**src/rtl/rv_mc_pkg.sv**
```systemverilog
// Shared types and encodings for the RV32I multicycle controller.
package rv_mc_pkg;

  typedef enum logic [3:0] {
    S_FETCH    = 4'd0,
    S_DECODE   = 4'd1,
    S_MEMADR   = 4'd2,
    S_MEMREAD  = 4'd3,
    S_MEMWB    = 4'd4,
    S_MEMWRITE = 4'd5,
    S_EXECR    = 4'd6,
    S_EXECI    = 4'd7,
    S_ALUWB    = 4'd8,
    S_BRANCH   = 4'd9,
    S_JAL      = 4'd10,
    S_HALT     = 4'd11
  } state_t;

  localparam logic [6:0] OP_LW  = 7'b0000011;
  localparam logic [6:0] OP_SW  = 7'b0100011;
  localparam logic [6:0] OP_R   = 7'b0110011;
  localparam logic [6:0] OP_I   = 7'b0010011;
  localparam logic [6:0] OP_B   = 7'b1100011;
  localparam logic [6:0] OP_JAL = 7'b1101111;

  localparam logic [1:0] ALUOP_ADD = 2'b00;
  localparam logic [1:0] ALUOP_BR  = 2'b01;
  localparam logic [1:0] ALUOP_FN  = 2'b10;

  localparam logic [3:0] ALU_ADD = 4'b0000;
  localparam logic [3:0] ALU_SUB = 4'b0001;
  localparam logic [3:0] ALU_AND = 4'b0010;
  localparam logic [3:0] ALU_OR  = 4'b0011;
  localparam logic [3:0] ALU_XOR = 4'b0100;
  localparam logic [3:0] ALU_SLT = 4'b0101;
  localparam logic [3:0] ALU_SLL = 4'b0110;
  localparam logic [3:0] ALU_SRL = 4'b0111;
  localparam logic [3:0] ALU_SRA = 4'b1000;

  localparam logic       ADR_PC     = 1'b0;
  localparam logic       ADR_ALUOUT = 1'b1;

  localparam logic [1:0] RES_ALUOUT    = 2'b00;
  localparam logic [1:0] RES_DATA      = 2'b01;
  localparam logic [1:0] RES_ALURESULT = 2'b10;

  localparam logic [1:0] SRCA_PC    = 2'b00;
  localparam logic [1:0] SRCA_OLDPC = 2'b01;
  localparam logic [1:0] SRCA_RS1   = 2'b10;

  localparam logic [1:0] SRCB_RS2  = 2'b00;
  localparam logic [1:0] SRCB_IMM  = 2'b01;
  localparam logic [1:0] SRCB_FOUR = 2'b10;

  localparam logic [1:0] IMM_I = 2'b00;
  localparam logic [1:0] IMM_S = 2'b01;
  localparam logic [1:0] IMM_B = 2'b10;
  localparam logic [1:0] IMM_J = 2'b11;

endpackage

```
**src/rtl/rv_mc_aludec.sv**
```systemverilog
// ALU operation decode from ALUOp class and instruction fields.
module rv_mc_aludec
  import rv_mc_pkg::*;
(
  input  logic [1:0] alu_op,
  input  logic [2:0] funct3,
  input  logic       funct7b5,
  input  logic       op5,
  output logic [3:0] alu_control
);

  // funct7b5 only selects sub for R-type; for I-type it is an immediate bit
  always_comb begin
    alu_control = ALU_ADD;
    case (alu_op)
      ALUOP_BR: alu_control = funct3[2] ? ALU_SLT : ALU_SUB;
      ALUOP_FN: begin
        case (funct3)
          3'b000:  alu_control = (op5 & funct7b5) ? ALU_SUB : ALU_ADD;
          3'b001:  alu_control = ALU_SLL;
          3'b010:  alu_control = ALU_SLT;
          3'b100:  alu_control = ALU_XOR;
          3'b101:  alu_control = funct7b5 ? ALU_SRA : ALU_SRL;
          3'b110:  alu_control = ALU_OR;
          3'b111:  alu_control = ALU_AND;
          default: alu_control = ALU_ADD;
        endcase
      end
      default: alu_control = ALU_ADD;
    endcase
  end

endmodule

```
**src/rtl/riscv_mc_controller.sv**
```systemverilog
// Multicycle RV32I control unit: sequencing FSM, imm_src decode,
// branch resolution and retired-instruction counter.
//
// state    | meaning
// FETCH    | read instruction at PC, PC += 4 (waits on mem_ready)
// DECODE   | ALUOut = OldPC + imm (branch/jump target), dispatch on op
// MEMADR   | ALUOut = rs1 + imm (load/store address)
// MEMREAD  | read data at ALUOut (waits on mem_ready)
// MEMWB    | rd = Data
// MEMWRITE | write rs2 at ALUOut (waits on mem_ready)
// EXECR    | ALUOut = rs1 op rs2
// EXECI    | ALUOut = rs1 op imm
// ALUWB    | rd = ALUOut
// BRANCH   | compare rs1/rs2, PC = ALUOut if taken
// JAL      | PC = ALUOut, ALUOut = OldPC + 4 for link
// HALT     | illegal encoding seen; frozen until reset
module riscv_mc_controller
  import rv_mc_pkg::*;
#(
  parameter int INSTRET_W = 32
) (
  input  logic                 clk,
  input  logic                 reset,
  input  logic [6:0]           op,
  input  logic [2:0]           funct3,
  input  logic                 funct7b5,
  input  logic                 zero,
  input  logic                 mem_ready,
  output logic                 pc_write,
  output logic                 adr_src,
  output logic                 mem_write,
  output logic                 ir_write,
  output logic [1:0]           result_src,
  output logic [1:0]           alu_src_a,
  output logic [1:0]           alu_src_b,
  output logic [1:0]           imm_src,
  output logic                 reg_write,
  output logic [3:0]           alu_control,
  output logic                 halted,
  output logic [INSTRET_W-1:0] instret
);

  state_t     state, state_next;
  logic [1:0] alu_op;
  logic       retire;
  logic       taken;
  logic       pc_write_i, mem_write_i, ir_write_i, reg_write_i;

  // beq/bge take on zero, bne/blt on ~zero (blt/bge compare via slt)
  assign taken  = zero ^ (funct3[0] ^ funct3[2]);
  assign retire = (state_next == S_FETCH) &&
                  (state == S_MEMWB || state == S_MEMWRITE ||
                   state == S_ALUWB || state == S_BRANCH);
  assign halted = (state == S_HALT);

  // next-state selection
  always_comb begin
    state_next = state;
    case (state)
      S_FETCH:    if (mem_ready) state_next = S_DECODE;
      S_DECODE: begin
        case (op)
          OP_LW, OP_SW: state_next = S_MEMADR;
          OP_R:         state_next = S_EXECR;
          OP_I:         state_next = S_EXECI;
          OP_B:         state_next = funct3[1] ? S_HALT : S_BRANCH;
          OP_JAL:       state_next = S_JAL;
          default:      state_next = S_HALT;
        endcase
      end
      S_MEMADR:   state_next = op[5] ? S_MEMWRITE : S_MEMREAD;
      S_MEMREAD:  if (mem_ready) state_next = S_MEMWB;
      S_MEMWB:    state_next = S_FETCH;
      S_MEMWRITE: if (mem_ready) state_next = S_FETCH;
      S_EXECR:    state_next = S_ALUWB;
      S_EXECI:    state_next = S_ALUWB;
      S_ALUWB:    state_next = S_FETCH;
      S_BRANCH:   state_next = S_FETCH;
      S_JAL:      state_next = S_ALUWB;
      S_HALT:     state_next = S_HALT;
      default:    state_next = S_FETCH;
    endcase
  end

  // state register and retired-instruction counter
  always_ff @(posedge clk or posedge reset) begin
    if (reset) begin
      state   <= S_FETCH;
      instret <= '0;
    end else begin
      state <= state_next;
      if (retire) instret <= instret + INSTRET_W'(1);
    end
  end

  // per-state datapath controls; anything not driven stays 0
  always_comb begin
    pc_write_i  = 1'b0;
    mem_write_i = 1'b0;
    ir_write_i  = 1'b0;
    reg_write_i = 1'b0;
    adr_src     = ADR_PC;
    result_src  = RES_ALUOUT;
    alu_src_a   = SRCA_PC;
    alu_src_b   = SRCB_RS2;
    alu_op      = ALUOP_ADD;
    case (state)
      S_FETCH: begin
        alu_src_b  = SRCB_FOUR;
        result_src = RES_ALURESULT;
        ir_write_i = mem_ready;
        pc_write_i = mem_ready;
      end
      S_DECODE: begin
        alu_src_a = SRCA_OLDPC;
        alu_src_b = SRCB_IMM;
      end
      S_MEMADR: begin
        alu_src_a = SRCA_RS1;
        alu_src_b = SRCB_IMM;
      end
      S_MEMREAD:  adr_src = ADR_ALUOUT;
      S_MEMWRITE: begin
        adr_src     = ADR_ALUOUT;
        mem_write_i = 1'b1;
      end
      S_MEMWB: begin
        result_src  = RES_DATA;
        reg_write_i = 1'b1;
      end
      S_EXECR: begin
        alu_src_a = SRCA_RS1;
        alu_op    = ALUOP_FN;
      end
      S_EXECI: begin
        alu_src_a = SRCA_RS1;
        alu_src_b = SRCB_IMM;
        alu_op    = ALUOP_FN;
      end
      S_ALUWB: reg_write_i = 1'b1;
      S_BRANCH: begin
        alu_src_a  = SRCA_RS1;
        alu_op     = ALUOP_BR;
        pc_write_i = taken;
      end
      S_JAL: begin
        alu_src_a  = SRCA_OLDPC;
        alu_src_b  = SRCB_FOUR;
        pc_write_i = 1'b1;
      end
      default: ;
    endcase
  end

  // immediate format follows the opcode regardless of state
  always_comb begin
    case (op)
      OP_SW:   imm_src = IMM_S;
      OP_B:    imm_src = IMM_B;
      OP_JAL:  imm_src = IMM_J;
      default: imm_src = IMM_I;
    endcase
  end

  // strobes are suppressed for the whole reset pulse, not just after the edge
  assign pc_write  = pc_write_i  & ~reset;
  assign mem_write = mem_write_i & ~reset;
  assign ir_write  = ir_write_i  & ~reset;
  assign reg_write = reg_write_i & ~reset;

  rv_mc_aludec u_aludec (
    .alu_op      (alu_op),
    .funct3      (funct3),
    .funct7b5    (funct7b5),
    .op5         (op[5]),
    .alu_control (alu_control)
  );

endmodule

```
**config.mk**
```make
export PLATFORM = sky130hd
export DESIGN_NAME = riscv_mc_controller
export DESIGN_NICKNAME = d
export VERILOG_FILES = /design/src/rtl/rv_mc_pkg.sv /design/src/rtl/rv_mc_aludec.sv /design/src/rtl/riscv_mc_controller.sv
export SDC_FILE = /design/constraint.sdc
export NUM_CORES = 1
export LEC_CHECK = 0
export CAP_MARGIN = 40
export CORE_AREA = 4 4 72 74
export CTS_CLUSTER_DIAMETER = 80
export CTS_CLUSTER_SIZE = 16
export DETAILED_ROUTE_END_ITERATION = 7
export DIE_AREA = 0 0 76 78
export GPL_ROUTABILITY_DRIVEN = 0
export MAX_ROUTING_LAYER = met4
export PLACE_DENSITY = 0.95
export RECOVER_POWER = 25
export SLEW_MARGIN = 20
export SYNTH_ARGS = -nofsm -noshare
export SYNTH_HDL_FRONTEND = slang
export SYNTH_SLANG_ARGS = --single-unit
```
**constraint.sdc**
```tcl
create_clock -name clk -period 4.7 [get_ports clk]
set_input_delay 0.94 -clock clk [delete_from_list [all_inputs] [get_ports clk]]
set_output_delay 0.94 -clock clk [all_outputs]
set_load 0.01 [all_outputs]
```
==> results of run 1 <==
## logic make-up (layout without fill, tap and decap cells)
logic type,Yosys count,after routing,synth area share
buf+inv,17,83,0.03350
mux,4,4,0.01812
flops,36,36,0.3954
xor+xnor,38,38,0.1461
fa+ha+maj,3,3,0.01648
simple gates,120,120,0.3218
compound gates,23,23,0.06865
## through the flow
stage | util | total power [W]
finish | 0.6623 | 0.001155
global route | 0.6623 | 0.001231
CTS | 0.6631 | 0.001159
detailed placement | 0.6435 | 0.0009382
global placement | 0.6435 | 0.0009248
floorplan | - | 0.0007368
## layout make-up
| cell class | instances | area share |
|---|---|---|
| timing repair buffer | 66 | 0.2141 |
| sequential | 36 | 0.2958 |
| tap | 54 | 0.02219 |
| multi-input combinational | 188 | 0.4273 |
| clock buffer | 8 | 0.02958 |
| inverter | 9 | 0.01109 |
## flip-flops by register name (all words and copies together) (netlist names)
| signal | cells |
|---|---|
| state | 4 |
| instret | 32 |
## power groups by stage
stage	Clock (W)	Combinational, W	Sequential [W]
2_1_floorplan	0	0.000329	0.000408
3_3_place_gp	0	0.000484	0.000440
3_5_place_dp	0	0.000493	0.000445
4_1_cts	0.000223	0.000496	0.000440
5_1_grt	0.000239	0.000539	0.000453
6_report	0.000221	0.000492	0.000441
## worst max-delay path by stage
stage	start	end	slack [ps]	cells past startpoint
finish	mem_ready	pc_write	970	6
detailed placement	mem_ready	pc_write	960	6
CTS	mem_ready	pc_write	950	6
floorplan	reset	ir_write	1720	2
global placement	mem_ready	pc_write	980	6
global route	mem_ready	pc_write	880	6
## layer usage
layer | share of wire | wire length (µm)
met1 | 0.43 | 2351
met2 | 0.49 | 2681
met3 | 0.055 | 302
met4 | 0.023 | 128
met5 | 0 | 0
## cell usage in the layout, fill, tap and decap left out, types with 3 or more instances in the layout
cell / netlist / layout
a21oi_1: 7 / 7
and2_1: 3 / 3
and3_1: 3 / 3
and4_1: 3 / 3
clkbuf_1: 5 / 3
clkbuf_8: 0 / 6
clkdlybuf4s50_1: 0 / 63
dfrtp_1: 36 / 36
ha_1: 3 / 3
inv_1: 9 / 9
mux2i_1: 3 / 3
nand2_1: 21 / 21
nand2b_1: 7 / 7
nand3_1: 11 / 11
nand4_1: 13 / 13
nor2_1: 22 / 22
nor3_1: 11 / 11
nor3_2: 3 / 3
nor4_1: 3 / 3
o21ai_0: 4 / 4
xnor2_1: 19 / 19
xor2_1: 19 / 19
==> metrics.md, run 1 <==
| Metric | Value |
|---|---|
| R2R Path End | instret[31] |
| Post-synth EDFFs | 0 |
| Clock power share | 0.191 |
| Vias | 2060 |
| Final period util | 0.7936 |
| Rows | 25 |
| Smallest hold slack | 479.1 ps |
| Cell Area, Placed | 2959 µm² |
| Ant diodes | 0 |
| Fraction of layout cells with a size suffix above 1 | 0.06840 |
| Cts repair resizes | 0 |
| Status | finished, violations left |
| All-Layer GR Usage | 0.1951 |
| Most frequent CP cell | clkdlybuf4s50_1 |
| Worst reg2reg path depth | 5 |
| Reg2reg start | state[3] |
| WP buf/inv | 2 |
| Failing checks | max-capacitance violations, max-slew violations |
| Leakage power | 1.272 nW |
| Ports | 65 |
| Die Wd | 76 µm |
| Die ar. | 5928 µm² |
| Yosys cell types | 50 |
| Sink Count | 36 |
| GR Util met2 | 0.3082 |
| Overflow after GRT | 0 |
| Sequential Power Share | 0.382 |
| Logic pwr share | 0.426 |
| Hold endpoint | instret[31] |
| Hold wc startpoint | instret[31] |
| Port bufs | 64 |
| Largest cells by area after synthesis | dfrtp_1, xnor2_1, xor2_1, nor2_1, nand4_1 |
| Worst Hold Path Cells | 1 |
| Dpl cells | 353 |
| Switching Share | 0.3718 |
| DR pass1 iterations | 4 |
| Core area | 4598 µm² |
| CP startpoint kind | input port |
| CP arrival | 2790 ps |
| Multi-input gate area | 1301 µm² |
| DR iter-0 viols | 166 |
| PnR worst setup slack | 970.1 ps |
| R2r setup slk | 2510 ps |
| Max Buffers Root-to-Sink | 2 |
| Grt met1 use | 0.2413 |
| Syn avg cell area | 9.454 µm² |
| Final Hold Viols | 0 |
| Final wirelength | 5.463 mm |
| Finished Layout Cells | 361 |
| Max Fclk | 268.1 MHz |
| Clock transition at path regs | 70 ps |
| PwrDens | 379.1 nW/µm² |
| Crit. End Element | output port |
| Final instance area | 3045 µm² |
| Most common cell in the netlist | dfrtp_1 |
| Crit-path max cell delay | 630 ps |
| Crit Path Max Fanout | 8 |
| Vias in the first global route | 1938 |
| Commonest cells in the netlist | dfrtp_1, nor2_1, nand2_1 |
| Peak VDD IR | 0.3563 mV |
| Crit-path cells | clkdlybuf4s50_1, nor3b_1, a21oi_1, o32a_1, nor2_1, clkdlybuf4s50_1 |
| Max-Cap Viols | 1 |
| Post-Syn Area | 2278 µm² |
| Worst-Margin Slew | 1840 ps |
| Busiest grt layer | met2 |
| Area growth syn-to-layout | 33.66% |
| First-pass GRT wire length | 9.273 mm |
| Internal | 0.0007254 W |
| Rel. slew slack | -0.2268 |
| Final min period | 3730 ps |
| Top FF cell, synth | dfrtp_1 |
| Initial antenna violation count | 0 |
| Async S/R FF share, synth | 1.000 |
| Reg area | 900.9 µm² |
| Routed wire per std cell | 15.13 µm |
| Final Max Slew Viols | 37 |
| # setup viols final | 0 |
| Pre-CTS setup slack | 962.9 ps |
| Drt via density | 5.706 |
| CTS Hold Bufs | 0 |
| Seq/Total Area, Yosys | 0.3954 |
| Htree depth | 2 |
| Initial Util | 0.4955 |
| CTS Buf Count | 5 |
| Layout net count | 324 |
| Worst-skew pair later-pin latency | 280 ps |
| Routed Antenna Nets | 0 |
| DRC Markers | 0 |
| Yosys warns | 0 |
| Setup_tns | 0 ps |
| Setup Buffers After CTS | 0 |
| Max Clock Skew | 6.208 ps |
| RSZ-0062 raised after global routing | false |
| # fillers | 356 |
| CP delay by family, top | buffers and inverters |
| Sw power | 0.0004293 W |
| Mapped Nets | 259 |
| CTS tree | yes |
| Critical setup path kind | input port to output port |
| Critical Path RT | 3760 ps |
| Yosys reg bits | 36 |
| Largest net degree at the start of global routing | 37 |
| Hpwl dp | 4.136 mm |
| Clock root cell | clkbuf_8 |
| GR Layer Usage met3 | 0.04872 |
| Crit-path slowest cell | clkdlybuf4s50_1 |
| Leading area contributor after synthesis | dfrtp_1 |
| Syn Inst Count | 241 |
| Min-delay worst type | register to register |
| Die Ht | 78 µm |
| Area share of the largest cell type after synthesis | 0.3954 |
Note: power is estimated with default switching activity, not from simulation.
==> run 2, diff against run 1 <==
Settings changed: CORE_AREA 4 4 72 74 to 4 4 78 80, DIE_AREA 0 0 76 78 to 0 0 82 84, PLACE_DENSITY 0.95 to 0.87.
Clock period 4.7 ns to 3.4 ns, I/O delays scaled along.
==> run 2 against run 1 <==
Effect of this change: the flow still finishes with violations (max-capacitance violations, max-slew violations); critical endpoint is now alu_control[3]; routed wire length is 0.77% lower; critical path type is now register to output port; utilization is 9.1 points lower; via count is 1.5% lower.
==> metrics.md, run 2 (synthesis gave the netlist of run 1 again) <==
| Metric | Value |
|---|---|
| Status | finished, violations left |
| Failing checks | max-capacitance violations, max-slew violations |
| Routed wire per std cell | 14.19 µm (-6.2%) |
| Drt via density | 5.312 (-6.9%) |
| Max Buffers Root-to-Sink | 2 (unchanged) |
| Switching Share | 0.3796 (+0.007772) |
| Ports | 65 (unchanged) |
| Die Ht | 84 µm (+7.7%) |
| CP startpoint kind | register |
| Hpwl dp | 4.194 mm (+1.4%) |
| Leakage power | 1.288 nW (+1.2%) |
| Final period util | 0.9424 |
| Setup Buffers After CTS | 0 (unchanged) |
| Rows | 27 (+8.0%) |
| Crit Path Max Fanout | 11 (+3) |
| First-pass GRT wire length | 9.335 mm (+0.67%) |
| Vias | 2029 (-1.5%) |
| Final wirelength | 5.421 mm (-0.77%) |
| Top flop regs | instret (32), state (4) |
| Vias in the first global route | 1988 (+2.6%) |
| CP delay by family, top | simple AND/OR/NAND/NOR gates |
| Met1 wire length | 2.371 mm (+0.85%) |
| CTS tree | yes |
| Setup_tns | 0 ps (unchanged) |
| Core area | 5405 µm² (+18%) |
| R2R Path End | instret[31] |
| Logic pwr share | 0.471 (+0.045) |
| Largest net degree at the start of global routing | 37 (unchanged) |
| Reg2reg start | state[3] |
| Most common cell after layout, fill and taps aside | clkdlybuf4s50_1 |
| Worst-skew pair later-pin latency | 290 ps (about the same) |
| Worst-Margin Slew | 1870 ps (+29.66 ps) |
| RSZ-0062 raised after global routing | false |
| Peak VDD IR | 0.2906 mV (-18%) |
| Sw power | 0.0006113 W (+42%) |
| WL met3 | 210 µm (-30%) |
| Area growth syn-to-layout | 35.53% |
| Final min period | 3204 ps |
| Clock transition at path regs | 70 ps (about the same) |
| Max Fclk | 312.1 MHz |
| Die Wd | 82 µm (+7.9%) |
| Layout net count | 328 (+1.2%) |
| Hold wc startpoint | instret[31] |
| Sink Count | 36 (unchanged) |
| Internal | 0.0009992 W (+38%) |
| Max FFs per register | 32 (unchanged) |
| Overflow after GRT | 0 (unchanged) |
| Fraction of layout cells with a size suffix above 1 | 0.08387 (+0.01547) |
| Hold endpoint | instret[31] |
| Crit-path max cell delay | 610 ps (-20 ps) |
| Sequential Power Share | 0.353 (-0.029) |
| R2r setup slk | 1220 ps (-1290 ps) |
| Power Total | 0.001610 W (+39%) |
| Worst reg2reg path depth | 6 (+1) |
| Worst Hold Path Cells | 1 (unchanged) |
| Crit. End Element | output port |
| Most frequent cells in the layout | clkdlybuf4s50_1, dfrtp_1, nor2_1, nand2_1 |
| PnR worst setup slack | 195.7 ps (-774.4 ps) |
| WP buf/inv | 1 (-1) |
| # fillers | 475 (+33%) |
| Final core area utilization | 0.5713 (-0.09102) |
| Pre-CTS setup slack | 335.3 ps (-627.6 ps) |
| Htree depth | 2 (unchanged) |
| Critical Path RT | 2720 ps (-1040 ps) |
| CTS Hold Bufs | 0 (unchanged) |
| Highest metal used | met4 |
| DR iter-0 viols | 115 (-31%) |
| Max Clock Skew | 3.042 ps (-3.165 ps) |
| Most flops, register | instret |
| Clock root cell | clkbuf_8 |
| DRC Markers | 0 (unchanged) |
| CTS Buf Count | 5 (unchanged) |
| Min-delay worst type | register to register |
| Final Max Slew Viols | 37 (unchanged) |
| Port bufs | 64 (unchanged) |
| Final Hold Viols | 0 (unchanged) |
| CP arrival | 2520 ps (-270 ps) |
| Max-Cap Viols | 1 (unchanged) |
| Die ar. | 6888 µm² (+16%) |
| DR pass1 iterations | 4 (unchanged) |
| Ant diodes | 0 (unchanged) |
| PwrDens | 521.5 nW/µm² (+38%) |
| All-Layer GR Usage | 0.1774 (-0.01764) |
| Crit-path cells | nor2b_1, and2_1, ha_1, nor4b_1, clkdlybuf4s50_1 |
| Critical setup path kind | register to output port |
| Cts repair resizes | 0 (unchanged) |
| Initial antenna violation count | 0 (unchanged) |
| Critical path startpoint | state[2] |
| Routed Antenna Nets | 0 (unchanged) |
| # setup viols final | 0 (unchanged) |
| Initial Util | 0.4215 (-0.07398) |
| Clock power share | 0.175 (-0.016) |
| WL met2 | 2.701 mm (+0.75%) |
| Rel. slew slack | -0.2466 (-0.01978) |
| Crit-path slowest cell | clkdlybuf4s50_1 |
run 2: layer usage:
metal,track usage,vias to the layer above
met1,0.2224,968
li1,-,995
met3,0.03456,12
met4,0.07704,0
met5,-,-
met2,0.2748,54
run 2: worst max path at each step:
stage                          end  slack [ps]  cells past startpoint
global route        alu_control[3]          30                      5
floorplan           alu_control[3]         830                      6
CTS                 alu_control[3]         160                      5
detailed placement  alu_control[0]         340                      6
finish              alu_control[3]         200                      5
global placement        imm_src[0]         400                      4
run 2: area by class of cell:
| type | instances | area, µm² | share of cell area |
|---|---|---|---|
| tap | 72 | 90.09 | 0.02917 |
| multi-input combinational | 188 | 1304 | 0.4222 |
| sequential | 36 | 900.9 | 0.2917 |
| clock buffer | 6 | 72.57 | 0.02350 |
| timing repair buffer | 70 | 681.9 | 0.2208 |
| inverter | 9 | 33.78 | 0.01094 |
| clock inverter | 1 | 5.005 | 0.001621 |
run 2: stage by stage:
| stage | instances | hold slack (ps) | cell area [µm²] |
|---|---|---|---|
| after floorplan | 241 | 503.9 | 2278 |
| after global placement | 375 | 461.7 | 3012 |
| after detailed placement | 375 | 465.9 | 3012 |
| after CTS | 382 | 477.2 | 3089 |
| after global routing | 382 | 509.7 | 3088 |
| final | 382 | 469.6 | 3088 |
run 2: power by group through the flow:
stage / combinational [W] / sequential [W] / clock, W
floorplan: 0.000454 / 0.000564 / 0
global placement: 0.000740 / 0.000570 / 0
detailed placement: 0.000757 / 0.000573 / 0
CTS: 0.000761 / 0.000566 / 0.000288
global route: 0.000829 / 0.000582 / 0.000311
finish: 0.000759 / 0.000569 / 0.000282
